`config.mk`:
```
export PLATFORM = sky130hd
export DESIGN_NAME = sram_bridge
export DESIGN_NICKNAME = d
export VERILOG_FILES = /design/src/rtl/sram_bridge.sv
export SDC_FILE = /design/constraint.sdc
export NUM_CORES = 1
export LEC_CHECK = 0
export BUFFER_PORTS_ARGS = -buffer_cell sky130_fd_sc_hd__buf_2
export CELL_PAD_IN_SITES_DETAIL_PLACEMENT = 0
export CELL_PAD_IN_SITES_GLOBAL_PLACEMENT = 1
export CORE_MARGIN = 1.5
export CORE_UTILIZATION = 37
export CTS_CLUSTER_SIZE = 10
export DETAILED_ROUTE_END_ITERATION = 8
export PLACE_DENSITY_LB_ADDON = 0.1
export SYNTH_ARGS = -nofsm -noshare
export SYNTH_HDL_FRONTEND = slang
export SYNTH_SLANG_ARGS = --single-unit
```
`constraint.sdc`:
```
create_clock -name clk -period 2.2 [get_ports clk]
set_input_delay 0.22 -clock clk [delete_from_list [all_inputs] [get_ports clk]]
set_output_delay 0.22 -clock clk [all_outputs]
set_load 0.02 [all_outputs]
```
`src/rtl/sram_bridge.sv`:
```
// -----------------------------------------------------------------------------
// sram_bridge
//   Wait-state bridge between the 6502 bus and the external asynchronous SRAM
//   in the CPU page-3 window. Each access accepted in IDLE is stretched into
//   setup / strobe / hold phases on the SRAM pins. The CPU is stalled through
//   rdy, and read data is kept in a register for the top-level data mux.
//
//   state  | meaning
//   -------+-----------------------------------------------------------------
//   IDLE   | rdy=1, waiting for cs; latches ab/din/we on acceptance
//   SETUP  | ce_n low, address settles; oe_n low (read) or dq_oe (write)
//   STROBE | WAIT_CYCLES cycles of oe_n (read) or we_n (write) low
//   HOLD   | strobes released, ce_n still low, write data still driven
//   DONE   | rdy=1, everything released, cs ignored (request still on bus)
//
// Parameters
//   ADDR_W      SRAM address width
//   WAIT_CYCLES strobe length in clk cycles, legal range 1..15
//
// Ports
//   clk, reset           CPU clock, asynchronous active-high reset
//   cs, we, ab, din      CPU request: select, write enable, address, data
//   dout                 registered read data
//   rdy                  CPU RDY, low = stall
//   sram_addr            SRAM address
//   sram_dq_o/_oe/_i     SRAM data out, drive enable, data in
//   sram_ce_n/oe_n/we_n  SRAM strobes, active low
// -----------------------------------------------------------------------------
module sram_bridge #(
    parameter int ADDR_W      = 12,
    parameter int WAIT_CYCLES = 2
) (
    input  logic              clk,
    input  logic              reset,
    input  logic              cs,
    input  logic              we,
    input  logic [ADDR_W-1:0] ab,
    input  logic [7:0]        din,
    output logic [7:0]        dout,
    output logic              rdy,
    output logic [ADDR_W-1:0] sram_addr,
    output logic [7:0]        sram_dq_o,
    output logic              sram_dq_oe,
    input  logic [7:0]        sram_dq_i,
    output logic              sram_ce_n,
    output logic              sram_oe_n,
    output logic              sram_we_n
);

    typedef enum logic [2:0] {
        IDLE   = 3'd0,
        SETUP  = 3'd1,
        STROBE = 3'd2,
        HOLD   = 3'd3,
        DONE   = 3'd4
    } state_t;

    localparam logic [3:0] CNT_LOAD = 4'(WAIT_CYCLES - 1);

    state_t     state, state_nx;
    logic [3:0] cnt, cnt_nx;
    logic       dir, dir_nx;          // 1 = write access
    logic       accept, capture;
    logic       ce_n_nx, oe_n_nx, we_n_nx, dq_oe_nx;

    always_comb begin
        state_nx = state;
        cnt_nx   = cnt;
        dir_nx   = dir;
        accept   = 1'b0;
        capture  = 1'b0;
        case (state)
            IDLE: begin
                if (cs) begin
                    accept   = 1'b1;
                    dir_nx   = we;
                    state_nx = SETUP;
                end
            end
            SETUP: begin
                cnt_nx   = CNT_LOAD;
                state_nx = STROBE;
            end
            STROBE: begin
                if (cnt == 4'd0) begin
                    capture  = ~dir;
                    state_nx = HOLD;
                end else begin
                    cnt_nx = cnt - 4'd1;
                end
            end
            HOLD:    state_nx = DONE;
            DONE:    state_nx = IDLE;
            default: state_nx = IDLE;
        endcase

        // Strobes are decoded from the next state so that the pin registers
        // line up exactly with the state register.
        ce_n_nx  = ~(state_nx inside {SETUP, STROBE, HOLD});
        oe_n_nx  = ~(~dir_nx && (state_nx inside {SETUP, STROBE}));
        we_n_nx  = ~(dir_nx && (state_nx == STROBE));
        dq_oe_nx = dir_nx && (state_nx inside {SETUP, STROBE, HOLD});
    end

    always_ff @(posedge clk or posedge reset) begin
        if (reset) begin
            state      <= IDLE;
            cnt        <= 4'd0;
            dir        <= 1'b0;
            dout       <= 8'h00;
            sram_addr  <= '0;
            sram_dq_o  <= 8'h00;
            sram_ce_n  <= 1'b1;
            sram_oe_n  <= 1'b1;
            sram_we_n  <= 1'b1;
            sram_dq_oe <= 1'b0;
        end else begin
            state      <= state_nx;
            cnt        <= cnt_nx;
            dir        <= dir_nx;
            sram_ce_n  <= ce_n_nx;
            sram_oe_n  <= oe_n_nx;
            sram_we_n  <= we_n_nx;
            sram_dq_oe <= dq_oe_nx;
            if (accept) begin
                sram_addr <= ab;
                sram_dq_o <= din;
            end
            if (capture) begin
                dout <= sram_dq_i;
            end
        end
    end

    assign rdy = (state == IDLE) || (state == DONE);

endmodule

```
==> metrics.csv, run 1 <==
metric;value;unit
relSlewSlack;66.7;%
grt_pass1_wl;5380;µm
yosysSeqAreaShare;62.1;%
portBuffers;64;
wire_per_inst;14.0;µm
worstPathRequired;2.38;ns
clkLatencyLatePin;0.29;ns
r2r_slack;0.16;ns
core-area;4120;µm²
status;finished clean;
grt_antenna_before_repair;0;
fmax;0.491;GHz
die_y;69.2;µm
io_pins;65;
vias;1120;
gp_congestion;0.655;
grt-ovfl-total;0;
layout-drive-gt1-share;61.5;%
dp_hpwl;2340;µm
grt.total_usage;14.7;%
ys_seq_elements;40;
grt_max_degree;41;
synth_area_leader_cell;dfrtp_1;
dp_cells;224;
htreeDepth;2;
setup_viol;0;
p_leak;0.00103;µW
final_common_cell;buf_2;
ys_async_sr_fraction;100;%
synth.avg_cell_area;14.9;µm²
slowest_stage;or3b_2;
critPathMaxStageDelay;0.50;ns
synth_nets;143;
final_cell_mix;buf_2 (64), dfrtp_1 (37), mux2_2 (29);
syn-instance-count;109;
die_area;4780;µm²
grt_pass1_vias;1157;
n_antenna_cell;0;
clk_path_buf_depth;2;
tightest_slew;0.499;ns
drv_slew;0;
arrival;2.22;ns
fp-row-count;23;
peakVddDrop;0.653;mV
layout-area-overhead-vs-synth;32.4;%
hold_viol;0;
setup_slack;0.163;ns
final_nets;215;
ctsResizeCount;0;
worst-r2r-cell-count;5;
post-route-period-util;92.6;%
wl;3250;µm
cts_sinks;40;
cp_max_fo;8;
postCtsSetupRepairBufs;0;
end_kind;register;
cts_buffers;5;
synth_warnings;0;
reg2reg_to;dout[6];
cts_root_buf;clkbuf_8;
detail-route-antenna-nets;0;
power.density;1620;nW/µm²
dr.pass1.iters;2;
viasPerCell;4.83;
fin_cells;232;
synthDistinctLibCells;28;
die_w;69.2;µm
path_cells;inv_1, ha_1, or3b_2, nor3_4, mux2_2;
synth_area;1620;µm²
cts_hold_buf;0;
finClkSkew;0.00406;ns
cp-start-kind;register;
hp-class;in2async;
ys.flop_type;dfrtp_1;
tns;0;ns
fin_crit;2.04;ns
synth.area.top_cells;dfrtp_1 (57%), mux2_2 (20%), dfstp_2 (4.9%), ha_1 (1.5%), nor4b_4 (1.5%);
grt_setup_unrepaired;false;
criticalPathCategory;reg2reg;
fin_util;52.1;%
reg2reg_from;cnt[0];
clkTransAtPathRegs;0.08;ns
initial_core_util;39.3;%
synth_edf_count;0;
maxCapViolCount;0;
drc;0;
post-place-ws;0.160;ns
cts_tree;done;
synth_top_area_share;57.2;%
drt-initial-drc-count;51;
-- worst max-delay path: cells and delay by family, from the launching register on --
kind | cells | cell delay (ns)
adders and majority gates | 1 | 0.15
buffers and inverters | 1 | 0.09
DFF | 1 | 0.41
muxes | 1 | 0.38
and+or+nand+nor | 2 | 0.89
-- state kept, by name, summed over array words and instances, names as in the netlist --
| name | count |
|---|---|
| dir | 1 |
| sram_dq_o | 8 |
| dout | 8 |
| state | 3 |
| sram_dq_oe | 1 |
| sram_ce_n | 1 |
| sram_we_n | 1 |
| sram_oe_n | 1 |
| sram_addr | 12 |
| cnt | 4 |
-- cell type report --
cell class,instances,area (µm²)
clock inverters,1,30.0
fillers,369,1970
clock buffers,7,96.3
flip-flops and latches,40,1000
repair buffers,68,350
multi-input cells,62,584
well taps,50,62.6
inverters,4,15.0
-- synth_stat cells (2+ instances only) --
master	instances
nand2b_1	2
inv_1	4
ha_1	2
o211ai_1	2
nor2_1	3
or3b_2	2
mux2_2	29
o21ai_0	3
a21oi_1	2
dfrtp_1	37
a22o_1	2
buf_2	2
nor2b_1	2
dfstp_2	3
-- power breakdown --
part           internal, µW  switching, µW
Clock                   400            250
Combinational           670            836
Sequential             1100            206
-- per-layer routing --
metal	vias to the layer above	part of all wire, %	GRT usage [%]	wire length (µm)
met1	540	42	17.3	1380
li1	532	-	-	-
met4	0	2.4	8.50	79
met2	40	49	23.4	1580
met3	8	6.4	4.82	208
met5	-	0	0	0
-- worst max path at each step --
stage                     endpoint  cells after the start    from
after CTS                  dout[6]                      5  cnt[0]
after global placement     dout[1]                      5  cnt[0]
after floorplan            dout[0]                      5  cnt[0]
after detailed placement   dout[5]                      5  cnt[0]
after global routing       dout[0]                      5  cnt[0]
final                      dout[6]                      5  cnt[0]
-- stage by stage --
step	hold slack (ns)	total power (µW)	instance area, µm²
2_1_floorplan	0.358	2360	1620
3_3_place_gp	0.366	2810	2020
3_5_place_dp	0.379	2850	2020
4_1_cts	0.0518	3520	2140
5_1_grt	0.104	3710	2140
6_report	0.0361	3470	2140
-- kinds of logic after synthesis --
logic type / share of synthesized area, %
AO/OA/AOI/OAI: 4.95
adder cells (fa/ha/maj): 1.55
buffers and inverters: 1.85
flip-flops: 62.1
multiplexers: 20.2
AND/OR/NAND/NOR: 9.43
No activity file was read; power rests on OpenSTA's default activity.
==> inputs of run 2 (changes only) <==
Settings changed: SLEW_MARGIN set to 20.
Clock period 2.2 ns to 2.05 ns, I/O delays scaled along.
==> run 2 against run 1 <==
  * Non-clock buffer count up 1
  * Maximum frequency grew 3.2%
  * Sequential power rose by 7%
  * Cell count grew 0.43%
  * Global-route usage is essentially flat
  * Critical path depth is 1 higher
  * Clock power fell by 25%
==> metrics.csv, run 2 (synthesis gave the netlist of run 1 again) <==
metric;value;unit;change
finClkSkew;0.00626;ns;was 0.00406 ns
tns;0;ns;unchanged
vias;1130;;was 1120
setup_viol;0;;unchanged
fp-row-count;23;;unchanged
cts_buffers;5;;unchanged
fin_cells;233;;was 232
layout-drive-gt1-share;60.7;%;was 61.5%
initial_core_util;39.3;%;unchanged
cts_sinks;40;;unchanged
largest_register_ffs;12;;unchanged
relSlewSlack;67.1;%;was 66.7%
hp-class;in2async;;unchanged
core-area;4120;µm²;unchanged
grt_pass1_wl;5560;µm;was 5380 µm
placed_cell_area;2010;µm²;was 2020 µm²
grt_max_degree;41;;unchanged
grt_setup_unrepaired;false;;unchanged
viasPerCell;4.85;;was 4.83
dp_hpwl;2190;µm;was 2340 µm
tightest_slew;0.494;ns;was 0.499 ns
status;finished clean;;unchanged
worstPathRequired;2.22;ns;was 2.38 ns
clkLatencyLatePin;0.28;ns;was 0.29 ns
n_antenna_cell;0;;unchanged
cp-start-kind;register;;unchanged
dp_cells;223;;was 224
final_cell_mix;buf_2 (64), dfrtp_1 (37), mux2_2 (29);;unchanged
drc;0;;unchanged
cp_max_fo;5;;was 8
gp_congestion;0.668;;was 0.655
post-route-period-util;96.3;%;was 92.6%
criticalPathCategory;reg2reg;;unchanged
grt_antenna_before_repair;0;;unchanged
wl;3130;µm;was 3250 µm
grt-ovfl-total;0;;unchanged
htreeDepth;2;;unchanged
postCtsSetupRepairBufs;2;;was 0
total_power;3510;µW;was 3470 µW
clk_path_buf_depth;2;;unchanged
regMostFlops;sram_addr;;unchanged
final_nets;216;;was 215
die_area;4780;µm²;unchanged
fmax;0.507;GHz;was 0.491 GHz
hold_viol;0;;unchanged
largestRegisters;sram_addr x12, dout x8, sram_dq_o x8;;unchanged
io_pins;65;;unchanged
portBuffers;64;;unchanged
die_y;69.2;µm;unchanged
die_w;69.2;µm;unchanged
detail-route-antenna-nets;0;;unchanged
worst-r2r-cell-count;6;;was 5
dr.pass1.iters;4;;was 2
layout-area-overhead-vs-synth;30.1;%;was 32.4%
cts_tree;done;;unchanged
grt.total_usage;14.6;%;was 14.7%
maxCapViolCount;0;;unchanged
p_leak;0.00102;µW;was 0.00103 µW
arrival;2.15;ns;was 2.22 ns
end_kind;register;;unchanged
final_common_cell;buf_2;;unchanged
power.density;1660;nW/µm²;was 1620 nW/µm²
cts_root_buf;clkbuf_8;;unchanged
postLayoutCellArea;2110;µm²;was 2140 µm²
ctsResizeCount;0;;unchanged
clkTransAtPathRegs;0.07;ns;was 0.08 ns
drv_slew;0;;unchanged
wire_per_inst;13.4;µm;was 14.0 µm
grt_pass1_vias;1190;;was 1157
cts_hold_buf;0;;unchanged
peakVddDrop;0.698;mV;was 0.653 mV
fin_crit;1.97;ns;was 2.04 ns
drt-initial-drc-count;29;;was 51
run 2: changes by cell type in the layout (fill, tap and decap cells not counted):
cell / change
clkbuf_1: +2
clkbuf_8: -2
buf_4: +1
bufinv_16: -1
clkinv_2: +1
run 2: per-layer routing:
layer	share of wire, %	wire length [µm]	global-route usage (%)
met1	44	1380	18.4
met5	0	0	0
met4	1.5	47	5.88
met2	49	1530	23.0
met3	5.7	179	5.26
run 2: cell type report:
type	count	area [µm²]
fillers	391	2010
flip-flops and latches	40	1000
multi-input cells	62	584
repair buffers	69	358
clock buffers	7	76.3
well taps	50	62.6
inverters	4	15.0
clock inverters	1	5.00
run 2: path summary, 6_finish.rpt:
check,to,startpoint,slack [ns]
hold reg to reg,sram_addr[6],sram_addr[6],0.50
hold / removal,sram_addr[2],reset,0.03
max in group asynchronous,sram_we_n,reset,1.65
setup reg to reg,dout[7],cnt[0],0.08
setup / recovery,dout[7],cnt[0],0.08
min in group clk,sram_addr[7],ab[7],0.14
run 2: power breakdown:
part,internal [µW],leakage (µW),switching (µW),total (µW)
Combinational,718,0.000499,903,1620
Clock,239,0.0000422,246,485
Sequential,1190,0.000477,215,1400
run 2: worst max-delay path, cell delays in order, from the launching register on:
cell	delay (ns)
dfrtp_1	0.40
inv_1	0.09
ha_1	0.16
or3b_2	0.51
nor3_4	0.21
buf_4	0.17
mux2_2	0.33
run 2: metrics by stage:
| step | util [%] | hold slack, ns | worst slack (ns) |
|---|---|---|---|
| 2_1_floorplan | - | 0.343 | 0.152 |
| 3_3_place_gp | 48.8 | 0.351 | 0.0519 |
| 3_5_place_dp | 48.8 | 0.363 | -0.0178 |
| 4_1_cts | 51.2 | 0.0427 | 0.0709 |
| 5_1_grt | 51.2 | 0.0930 | 0.00200 |
| 6_report | 51.2 | 0.0305 | 0.0761 |
==> inputs of run 3 (changes only) <==
Settings changed: MAX_ROUTING_LAYER set to met4.
==> run 3 against run 2 <==
  * Sequential share of layout area unchanged
  * Highest routed layer unchanged
  * Register-to-register slack about the same
  * Via count about the same
  * Combinational power about the same
  * Worst setup slack got worse by 0.0035 ns
==> metrics.csv, run 3 (synthesis gave the netlist of run 1 again) <==
metric;value;unit;change
die_area;4780;µm²;unchanged
end_kind;register;;unchanged
final-seq-area;1000;µm²;unchanged
cts_tree;done;;unchanged
detail-route-antenna-nets;0;;unchanged
dr.pass1.iters;4;;unchanged
total_power;3510;µW;about the same
hold_viol;0;;unchanged
fin_crit;1.98;ns;was 1.97 ns
worstPathRequired;2.22;ns;about the same
wl;3130;µm;unchanged
fillers;391;;unchanged
multi_input_area;584;µm²;unchanged
tns;0;ns;unchanged
die_w;69.2;µm;unchanged
final_nets;216;;unchanged
grt.total_usage;15.1;%;was 14.6%
cts_buffers;5;;unchanged
htreeDepth;2;;unchanged
postLayoutCellArea;2110;µm²;unchanged
cp-start-kind;register;;unchanged
maxCapViolCount;0;;unchanged
regMostFlops;sram_addr;;unchanged
dp_hpwl;2190;µm;unchanged
clkTransAtPathRegs;0.07;ns;about the same
criticalPathCategory;reg2reg;;unchanged
viasPerCell;4.85;;about the same
finClkSkew;0.00626;ns;about the same
clkLatencyLatePin;0.28;ns;about the same
grt_pass1_wl;5550;µm;was 5560 µm
clk_path_buf_depth;2;;unchanged
fp-row-count;23;;unchanged
fin_util;51.2;%;unchanged
worst-r2r-cell-count;6;;unchanged
cts_sinks;40;;unchanged
grt_max_degree;41;;unchanged
hp-class;in2async;;unchanged
fmax;0.506;GHz;was 0.507 GHz
p_leak;0.00102;µW;unchanged
layout-area-overhead-vs-synth;30.1;%;unchanged
largestRegisters;sram_addr x12, dout x8, sram_dq_o x8;;unchanged
vias;1131;;was 1130
path_cells;inv_1, ha_1, or3b_2, nor3_4, buf_4, mux2_2;;unchanged
dp_cells;223;;unchanged
arrival;2.15;ns;about the same
gp_congestion;0.675;;was 0.668
drc;0;;unchanged
power.density;1660;nW/µm²;about the same
slowest_stage;or3b_2;;unchanged
placed_cell_area;2010;µm²;unchanged
grt-ovfl-total;0;;unchanged
drt-initial-drc-count;33;;was 29
fin_cells;233;;unchanged
peakVddDrop;0.698;mV;about the same
setup_viol;0;;unchanged
final_cell_mix;buf_2 (64), dfrtp_1 (37), mux2_2 (29);;unchanged
status;finished clean;;unchanged
tightest_slew;0.493;ns;was 0.494 ns
core-area;4120;µm²;unchanged
final_common_cell;buf_2;;unchanged
cts_root_buf;clkbuf_8;;unchanged
io_pins;65;;unchanged
grt_setup_unrepaired;false;;unchanged
layout-drive-gt1-share;60.7;%;unchanged
portBuffers;64;;unchanged
grt_antenna_before_repair;0;;unchanged
relSlewSlack;67.1;%;about the same
post-route-period-util;96.5;%;was 96.3%
cts_hold_buf;0;;unchanged
largest_register_ffs;12;;unchanged
die_y;69.2;µm;unchanged
critPathMaxStageDelay;0.51;ns;about the same
wire_per_inst;13.4;µm;unchanged
cp_max_fo;5;;unchanged
n_antenna_cell;0;;unchanged
initial_core_util;39.3;%;unchanged
grt_pass1_vias;1190;;unchanged
drv_slew;0;;unchanged
[run 3: cell counts in the layout (fill, tap and decap cells not counted)]
No cell type changed its count.
[run 3: power breakdown]
group | switching [µW] | leakage (µW) | internal (µW) | total (µW)
clock | 246 | 0.0000422 | 239 | 485
combinational | 903 | 0.000499 | 718 | 1620
sequential | 215 | 0.000477 | 1190 | 1400
total | 1360 | 0.00102 | 2140 | 3510
[run 3: path summary, 6_finish.rpt]
path | from | end | slack (ns)
max in group asynchronous | reset | sram_we_n | 1.65
worst max register to register | cnt[0] | dout[7] | 0.07
min in group clk | ab[7] | sram_addr[7] | 0.14
worst min-delay path | reset | sram_addr[2] | 0.03
worst min register to register | sram_addr[6] | sram_addr[6] | 0.50
worst max-delay path | cnt[0] | dout[7] | 0.07
[run 3: stage by stage]
stage	hold slack, ns	setup WS (ns)
finish	0.0304	0.0725
global route	0.0930	0.00200
CTS	0.0427	0.0709
detailed placement	0.363	-0.0178
global placement	0.351	0.0519
floorplan	0.343	0.152
[run 3: critical path, delay by kind of cell (launching register included)]
kind	cells	cell delay, ns
buffers and inverters	2	0.26
muxes	1	0.33
and+or+nand+nor	2	0.72
DFF	1	0.40
adders and majority gates	1	0.16
[run 3: metal layers]
metal | vias up | share of wire (%) | global-route usage [%]
li1 | 533 | - | -
met1 | 550 | 44 | 18.6
met2 | 42 | 49 | 23.0
met3 | 6 | 5.3 | 4.97
met4 | 0 | 1.5 | 5.88
met5 | - | 0 | -
[run 3: timing repair]
| item | 4_1_cts | 5_1_grt |
|---|---|---|
| endpoints found under the hold margin | 0 | 0 |
| endpoints found under the setup margin | 8 | 0 |
| buffers inserted | 2 | 0 |
| resized for setup | 0 | 0 |
[run 3: area by class of cell]
cell class | instances | share of cell area, %
clock inverters | 1 | 0.238
well taps | 50 | 2.97
inverters | 4 | 0.713
repair buffers | 69 | 17.0
multi-input cells | 62 | 27.7
clock buffers | 7 | 3.62
flip-flops and latches | 40 | 47.7
